$ cat config.mk
export PLATFORM = sky130hd
export DESIGN_NAME = tpu_control_sequencer
export DESIGN_NICKNAME = d
export VERILOG_FILES = /design/src/rtl/tpu_ctrl_pkg.sv /design/src/rtl/tpu_ctrl_decode.sv /design/src/rtl/tpu_control_sequencer.sv
export SDC_FILE = /design/constraint.sdc
export NUM_CORES = 1
export LEC_CHECK = 0
export ABC_AREA = 0
export CORE_ASPECT_RATIO = 1.2
export CORE_MARGIN = 3
export CORE_UTILIZATION = 43
export DETAILED_ROUTE_END_ITERATION = 10
export PLACE_DENSITY = 0.72
export SYNTH_ARGS = -nofsm -noshare
export SYNTH_HDL_FRONTEND = slang
export SYNTH_SLANG_ARGS = --single-unit
$ cat constraint.sdc
create_clock -name clk -period 2 [get_ports clk]
set_input_delay 0.5 -clock clk [delete_from_list [all_inputs] [get_ports clk]]
set_output_delay 0.5 -clock clk [all_outputs]
set_load 0.02 [all_outputs]
$ cat src/rtl/tpu_ctrl_pkg.sv
// Shared types for the TPU control sequencer: opcode and state encodings, strobe bundle.
// ST_HALT is present only when CTRL_ILLEGAL_TRAP_EN is defined.
package tpu_ctrl_pkg;

  typedef enum logic [2:0] {
    OP_LD        = 3'd0,
    OP_ST        = 3'd1,
    OP_MATMUL    = 3'd2,
    OP_ADD       = 3'd3,
    OP_MUL       = 3'd4,
    OP_BROADCAST = 3'd5,
    OP_SYNC      = 3'd6
  } opcode_e;

  typedef enum logic [2:0] {
    ST_IDLE      = 3'd0,
    ST_ISSUE     = 3'd1,
    ST_MM_RUN    = 3'd2,
    ST_SYNC_WAIT = 3'd3
`ifdef CTRL_ILLEGAL_TRAP_EN
    , ST_HALT    = 3'd4
`endif
  } state_e;

  localparam int STB_W = 7;

  typedef struct packed {
    logic load;
    logic store;
    logic matmul;
    logic add;
    logic mul;
    logic broadcast;
    logic sync;
  } strobe_t;

endpackage

$ cat src/rtl/tpu_ctrl_decode.sv
// Combinational opcode decode into a one-hot strobe vector plus a legal flag.
// Opcodes above OP_SYNC (including 7) decode as illegal with no strobe.
module tpu_ctrl_decode
  import tpu_ctrl_pkg::*;
#(
  parameter int OP_W = 3
) (
  input  logic [OP_W-1:0]  i_op,
  output logic [STB_W-1:0] o_strobe,
  output logic             o_legal
);

  strobe_t w_strobe;

  always_comb begin
    w_strobe = '0;
    o_legal  = 1'b1;
    case (i_op)
      OP_W'(OP_LD):        w_strobe.load      = 1'b1;
      OP_W'(OP_ST):        w_strobe.store     = 1'b1;
      OP_W'(OP_MATMUL):    w_strobe.matmul    = 1'b1;
      OP_W'(OP_ADD):       w_strobe.add       = 1'b1;
      OP_W'(OP_MUL):       w_strobe.mul       = 1'b1;
      OP_W'(OP_BROADCAST): w_strobe.broadcast = 1'b1;
      OP_W'(OP_SYNC):      w_strobe.sync      = 1'b1;
      default:             o_legal            = 1'b0;
    endcase
  end

  assign o_strobe = w_strobe;

endmodule

$ cat src/rtl/tpu_control_sequencer.sv
// TPU instruction sequencer: valid/ready intake, one-hot registered strobes, MATMUL/SYNC hold.
// Optional feature macro CTRL_ILLEGAL_TRAP_EN: illegal opcode parks the block in HALT until rst.
module tpu_control_sequencer
  import tpu_ctrl_pkg::*;
#(
  parameter int INSTR_W = 16,
  parameter int OP_W    = 3,
  parameter int CNT_W   = 8
) (
  input  logic                    clk,
  input  logic                    rst,
  input  logic                    instr_valid,
  output logic                    instr_ready,
  input  logic [INSTR_W-1:0]      instruction,
  input  logic                    sync_ack,
  output logic                    load,
  output logic                    store,
  output logic                    matmul,
  output logic                    add,
  output logic                    mul,
  output logic                    broadcast,
  output logic                    sync,
  output logic [INSTR_W-OP_W-1:0] operand,
  output logic                    busy,
  output logic                    illegal
);

  localparam int OPD_W = INSTR_W - OP_W;

  state_e                 r_state;
  state_e                 w_state_nxt;
  strobe_t                r_strb;
  strobe_t                w_strb_nxt;
  strobe_t                w_dec;
  logic [STB_W-1:0]       w_dec_vec;
  logic                   w_legal;
  logic [CNT_W-1:0]       r_cnt;
  logic [CNT_W-1:0]       w_cnt_nxt;
  logic [CNT_W-1:0]       w_kfield;
  logic [CNT_W-1:0]       w_kcnt;
  logic [OPD_W-1:0]       r_operand;
  logic                   r_illegal;
  logic [OP_W-1:0]        w_op;
  logic                   w_accept;

  assign w_op        = instruction[INSTR_W-1 -: OP_W];
  assign instr_ready = (r_state == ST_IDLE) && !rst;
  assign busy        = (r_state != ST_IDLE);
  assign w_accept    = instr_valid && instr_ready;

  tpu_ctrl_decode #(
    .OP_W (OP_W)
  ) u_decode (
    .i_op     (w_op),
    .o_strobe (w_dec_vec),
    .o_legal  (w_legal)
  );

  assign w_dec = strobe_t'(w_dec_vec);

  // Counter holds remaining MATMUL cycles after the current one; K = 0 behaves as K = 1.
  assign w_kfield = instruction[CNT_W-1:0];
  assign w_kcnt   = (w_kfield == '0) ? '0 : w_kfield - CNT_W'(1);

  always_ff @(posedge clk) begin
    if (rst) r_state <= ST_IDLE;
    else     r_state <= w_state_nxt;
  end

  always_comb begin
    w_state_nxt = r_state;
    case (r_state)
      ST_IDLE: begin
        if (w_accept) begin
          if (!w_legal) begin
`ifdef CTRL_ILLEGAL_TRAP_EN
            w_state_nxt = ST_HALT;
`else
            w_state_nxt = ST_ISSUE;
`endif
          end else if (w_dec.matmul) begin
            w_state_nxt = ST_MM_RUN;
          end else if (w_dec.sync) begin
            w_state_nxt = ST_SYNC_WAIT;
          end else begin
            w_state_nxt = ST_ISSUE;
          end
        end
      end
      ST_ISSUE:     w_state_nxt = ST_IDLE;
      ST_MM_RUN:    if (r_cnt == '0) w_state_nxt = ST_IDLE;
      ST_SYNC_WAIT: if (sync_ack) w_state_nxt = ST_IDLE;
`ifdef CTRL_ILLEGAL_TRAP_EN
      ST_HALT:      w_state_nxt = ST_HALT;
`endif
      default:      w_state_nxt = ST_IDLE;
    endcase
  end

  always_comb begin
    w_strb_nxt = '0;
    w_cnt_nxt  = r_cnt;
    case (r_state)
      ST_IDLE: begin
        if (w_accept && w_legal) begin
          w_strb_nxt = w_dec;
          if (w_dec.matmul) w_cnt_nxt = w_kcnt;
        end
      end
      ST_MM_RUN: begin
        if (r_cnt != '0) begin
          w_strb_nxt.matmul = 1'b1;
          w_cnt_nxt         = r_cnt - CNT_W'(1);
        end
      end
      ST_SYNC_WAIT: w_strb_nxt.sync = !sync_ack;
      default: ;
    endcase
  end

  // Registered outputs; reset clears everything, including the latched operand.
  always_ff @(posedge clk) begin
    if (rst) begin
      r_strb    <= '0;
      r_cnt     <= '0;
      r_operand <= '0;
      r_illegal <= 1'b0;
    end else begin
      r_strb <= w_strb_nxt;
      r_cnt  <= w_cnt_nxt;
      if (w_accept) r_operand <= instruction[OPD_W-1:0];
      if (w_accept && !w_legal) r_illegal <= 1'b1;
    end
  end

  assign load      = r_strb.load;
  assign store     = r_strb.store;
  assign matmul    = r_strb.matmul;
  assign add       = r_strb.add;
  assign mul       = r_strb.mul;
  assign broadcast = r_strb.broadcast;
  assign sync      = r_strb.sync;
  assign operand   = r_operand;
  assign illegal   = r_illegal;

endmodule

# --- Yosys cells after proc, flatten, opt, wreduce, memory -nomap -nowiden ---
# Index checks and enable logic that the tools add are counted.
op_classes:
  magnitude_cmp: 0
  muxes: 24
  div_mod_pow: 0
  mul: 0
  n_addsub: 2
  n_reduce_logical: 18
  n_shift: 0
  n_eq_ne: 14
  n_bitwise: 2
op_table:
  columns: ["cell", "n"]
  rows:
  - ["$mux 8", 4]
  - ["$logic_not 8->1", 2]
  - ["$pmux 8 s2", 1]
  - ["$sub 8x1->8 const B", 2]
  - ["$eq 3x2->1 const B", 4]
  - ["$ne 2x2->1 const B", 5]
  - ["$eq 3x3->1 const B", 3]
  - ["$mux 1", 9]
  - ["$mux 3", 3]
  - ["$pmux 3 s3", 1]
  - ["$reduce_bool 8->1", 1]
  - ["$reduce_or 7->1", 1]
  - ["$logic_not 3->1", 2]
  - ["$mux 2", 3]
  - ["$mux 5", 1]
  - ["$logic_and 1x1->1", 4]
  - ["$pmux 1 s2", 2]
  - ["$reduce_and 4->1", 1]
  - ["$eq 3x1->1 const B", 1]
  - ["$logic_not 1->1", 3]
  - ["$reduce_and 3->1", 1]
  - ["$reduce_bool 3->1", 1]
  - ["$reduce_or 3->1", 1]
  - ["$ne 2x1->1 const B", 1]
  - ["other kinds (2)", 3]
word_totals:
  ram_bits: 0
  reg_bits: 32
  n_memories: 0
  rom_bits: 0
  input_bits: 20
  latchBits: 0

# --- Depth between registers and ports, before layout ---
logic_depth:
  depth_word: 7
  depth_mapped: 9
  mapped_depth_nobuf: 7

# --- Hierarchy ---
# Synthesis repeated with hierarchy kept, for this count alone.
hier_totals:
  cells_unflattened: 194
  area_unflattened_um2: 1696.6
modules_own_cells:
  columns: ["module", "area_per_inst_um2", "instances", "cells_per_inst", "seq_area_each_um2"]
  rows:
  - ["tpu_control_sequencer", 1634.1, 1, 186, 620.6]
  - ["tpu_ctrl_decode", 62.6, 1, 8, 0.0]

# --- Worst setup path before layout ---
# Ideal clock, no wire load.
synth_path:
  path_type: "input-to-reg"
  start: "in instruction[2]"
  end: "reg r_cnt[7]"
  setup_slack_ps: 117
  stages: 5
  arrival_time_ps: 1754
  path_cell_list: "or4_4 nor4_2 mux2_2 a21oi_1 o32ai_1"
synth_between:
  elab_chain_len: 5
  word_cells_on_any_way: 6
synth_rtl:
  columns: ["item", "line", "rtl"]
  rows:
  - ["start, declared", "tpu_control_sequencer.sv:14", "input logic [INSTR_W-1:0] instruction,"]
  - ["$sub 8x1->8 / $logic_not 8->1 (equally long branches)", "tpu_control_sequencer.sv:63", "assign w_kcnt = (w_kfield == '0) ? '0 : w_kfield - CNT_W'(1);"]
  - ["$mux 8 *", "tpu_control_sequencer.sv:63", null]
  - ["$mux 8 *", "tpu_control_sequencer.sv:107", "if (w_dec.matmul) w_cnt_nxt = w_kcnt;"]
  - ["$mux 8 *", "tpu_control_sequencer.sv:105", "if (w_accept && w_legal) begin"]
  - ["$pmux 8 s2 *", "tpu_control_sequencer.sv:103", "case (r_state)"]
  - ["end signal, assigned", "tpu_control_sequencer.sv:130", "r_cnt <= w_cnt_nxt;"]
  - ["end, declared", "tpu_control_sequencer.sv:37", "logic [CNT_W-1:0] r_cnt;"]
# Mark *: on every way between the ends. The rest lies on a longest branch, timed or not. The select of a mux whose other input is x is not followed.
# A chain may end at the register's enable or synchronous reset.

# --- Worst setup path in the final report ---
layout_path:
  start: "in instruction[5]"
  end: "reg r_cnt[4]"
layout_between:
  elab_chain_len: 5
layout_rtl:
  columns: ["item", "line"]
  rows:
  - ["$logic_not 8->1", "tpu_control_sequencer.sv:63"]
  - ["$mux 8", "tpu_control_sequencer.sv:63"]
  - ["$mux 8", "tpu_control_sequencer.sv:107"]
  - ["$mux 8", "tpu_control_sequencer.sv:105"]
  - ["$pmux 8 s2", "tpu_control_sequencer.sv:103"]
# No other way between the ends. The select of a mux whose other input is x is not followed.

==> impl_metrics.json <==
{
  "status": "finished, final reports clean",
  "place_congestion": 0.901,
  "grt_pass1_wl_um": 7000,
  "synthesis.area_sq_um": 1600,
  "period_share": 0.981,
  "synth_edf_count": 0,
  "start_util": 0.463,
  "yosysWarnings": 0,
  "synthFlopType": "dfxtp_1",
  "multi_input_area_sq_um": 938,
  "finalHoldViolations": 0,
  "area_delta_synth_final_pct": 48.4,
  "grt_max_degree": 29,
  "drtIter0Drc": 67,
  "die_h_um": 72.8,
  "rsz0062_at_grt": "yes",
  "io_buffer_count": 42,
  "hp-start": "operand[4]",
  "arrival_ns": 2.13,
  "startpoint": "instruction[5]",
  "timing.final.max_slew_violations": 0,
  "power_mw": 1.80,
  "insertion_delay_ns": 0.29,
  "postRouteAntennaNets": 0,
  "timing.hold.ws_ns": 0.478,
  "seqPwrFrac": 0.384,
  "core_sq_um": 3450,
  "async_flop_share": 0,
  "num_vias": 1566,
  "core.rowCount": 23,
  "ir_drop_mv": 0.515,
  "synth_top_area_cell": "dfxtp_1",
  "clkTransAtPathRegs_ns": 0.07,
  "postSynthCellCount": 188,
  "synth_seq_cells": 31,
  "antenna_found_initial": 0,
  "fillers": 279,
  "track_usage": 0.208,
  "cts_num_sinks": 31,
  "seq_area_sq_um": 622,
  "viasPerCell": 5.38,
  "relSlewSlack": 0.755,
  "wl_per_cell_um": 14.7,
  "cts_buffer_depth": 2,
  "dp_hpwl_um": 3110,
  "worstPathMaxFanout": 6,
  "ys_seq_area_frac": 0.388,
  "crit_required_ns": 2.17,
  "num-nets-final": 280,
  "period_needed_ns": 1.96,
  "final-setup-viol-count": 0,
  "maxCapViolCount": 0,
  "worst_slew_pin_slew_ns": 0.364,
  "critPathLaunchType": "input port",
  "place_ws_ns": -0.452,
  "cts_tree": "done",
  "clock_power_share": 0.358,
  "ios": 43,
  "setup_slack_ns": 0.0371,
  "grt_overflow_total": 0,
  "leakagePower_nw": 0.972,
  "p_sw_uw": 517,
  "syn-num-nets": 215,
  "htreeDepth": 2,
  "cts_buffers": 5,
  "routed_wl_um": 4290,
  "critPathCaptureType": "register",
  "drive_gt1_frac": 0.220,
  "syn_area_per_cell_sq_um": 8.51,
  "fmax_mhz": 509,
  "powerDensity_nw_per_um2": 759,
  "die_area_sq_um": 4490,
  "p_comb_frac": 0.258,
  "swShare": 0.287,
  "first_global_vias": 1572,
  "diodes": 0,
  "dieWidth_um": 61.7,
  "first_pass_iters": 4,
  "synthTopCellsByArea": "dfxtp_1 39%, ha_1 5.5%, nand2b_1 5.5%",
  "criticalPathCategory": "in -> reg",
  "reg2reg_from": "r_cnt[0]",
  "fin_skew_ns": 0.00407,
  "synth.top_cell.area_share": 0.388,
  "worst_hold_path_type": "reg -> reg",
  "drc": 0,
  "p_int_mw": 1.29,
  "ys_types": 43,
  "cts_root_buf": "clkbuf_8"
}
[worst max-delay path: stages]
cell and delay, ns:
dlygate4sd2_1 0.24, or4_4 0.57, o41ai_4 0.29, buf_4 0.19, nor2_1 0.05, a211oi_1 0.22, nor3_1 0.07
[routing by layer]
| layer | GRT usage | share of wire | vias up |
|---|---|---|---|
| li1 | - | - | 792 |
| met1 | 0.235 | 0.41 | 726 |
| met2 | 0.352 | 0.52 | 41 |
| met3 | 0.0549 | 0.051 | 7 |
| met4 | 0.0991 | 0.017 | 0 |
| met5 | 0 | 0 | - |
[registers in the layout, summed over array words and instances, names as in the netlist]
| signal | cells |
|---|---|
| add | 1 |
| broadcast | 1 |
| illegal | 1 |
| load | 1 |
| matmul | 1 |
| mul | 1 |
| operand | 13 |
| r_cnt | 8 |
| r_state | 2 |
| store | 1 |
| sync | 1 |
[synthesized netlist by cell type (3+ instances only)]
master	instances
a211oi_1	5
a21oi_1	10
clkbuf_1	8
dfxtp_1	31
ha_1	7
inv_1	12
nand2_1	16
nand2b_1	14
nand3b_1	3
nor2_1	18
nor3_1	8
o21ai_0	13
xnor2_1	4
[logic make-up after synthesis]
family                   after synthesis  synth area share
XOR/XNOR                               6            0.0328
buffers and inverters                 22            0.0532
multiplexers                           2            0.0133
adder cells (fa/ha/maj)                7            0.0547
flip-flops                            31             0.388
AO/OA/AOI/OAI                         44             0.188
AND/OR/NAND/NOR                       76             0.271
[metrics by stage]
stage / area (sq um) / cells / TNS, ns / util
after floorplan: 1600 / 188 / 0 / -
after global placement: 2210 / 282 / -2.90 / 0.641
after detailed placement: 2210 / 282 / -3.56 / 0.641
after CTS: 2330 / 291 / 0 / 0.675
after global routing: 2370 / 291 / -0.163 / 0.688
final: 2370 / 291 / 0 / 0.688
[what timing repair did]
item | in CTS | in global routing
endpoints found under the hold margin | 0 | 0
hold buffers | 0 | 0
setup endpoints to repair | 10 | 10
pin swaps | 4 | 1
setup buffers | 1 | 0
gates resized for setup | 6 | 16
[power by group through the flow]
stage | clock (mW) | combinational (mW) | sequential, mW
6_report | 0.646 | 0.464 | 0.692
5_1_grt | 0.673 | 0.510 | 0.696
4_1_cts | 0.655 | 0.455 | 0.691
3_5_place_dp | 0 | 0.458 | 0.704
3_3_place_gp | 0 | 0.446 | 0.701
2_1_floorplan | 0 | 0.211 | 0.738
[path summary, 6_finish.rpt]
path         slack [ns]    endpoint  cells after the start
min reg2reg        0.48  operand[4]                      2
max reg2reg        0.09    r_cnt[6]                      7
max                0.04    r_cnt[4]                      7
min                0.48  operand[4]                      2
[layout make-up]
type / count / share of cell area
sequential: 31 / 0.262
clock inverter: 2 / 0.0148
inverter: 12 / 0.0190
tap: 37 / 0.0195
timing repair buffer: 68 / 0.255
clock buffer: 6 / 0.0348
multi-input combinational: 135 / 0.395
[layout by cell type (no fill, tap or decap), types with 6 or more instances in the layout]
cell type / n
clkdlybuf4s50_1: 34
dfxtp_1: 30
buf_4: 26
nor2_1: 17
nand2_1: 16
nand2b_1: 14
o21ai_0: 13
inv_1: 12
nor3_1: 8
a21oi_1: 7
ha_1: 7
clkbuf_8: 6
Note: power is estimated with default switching activity, not from simulation.
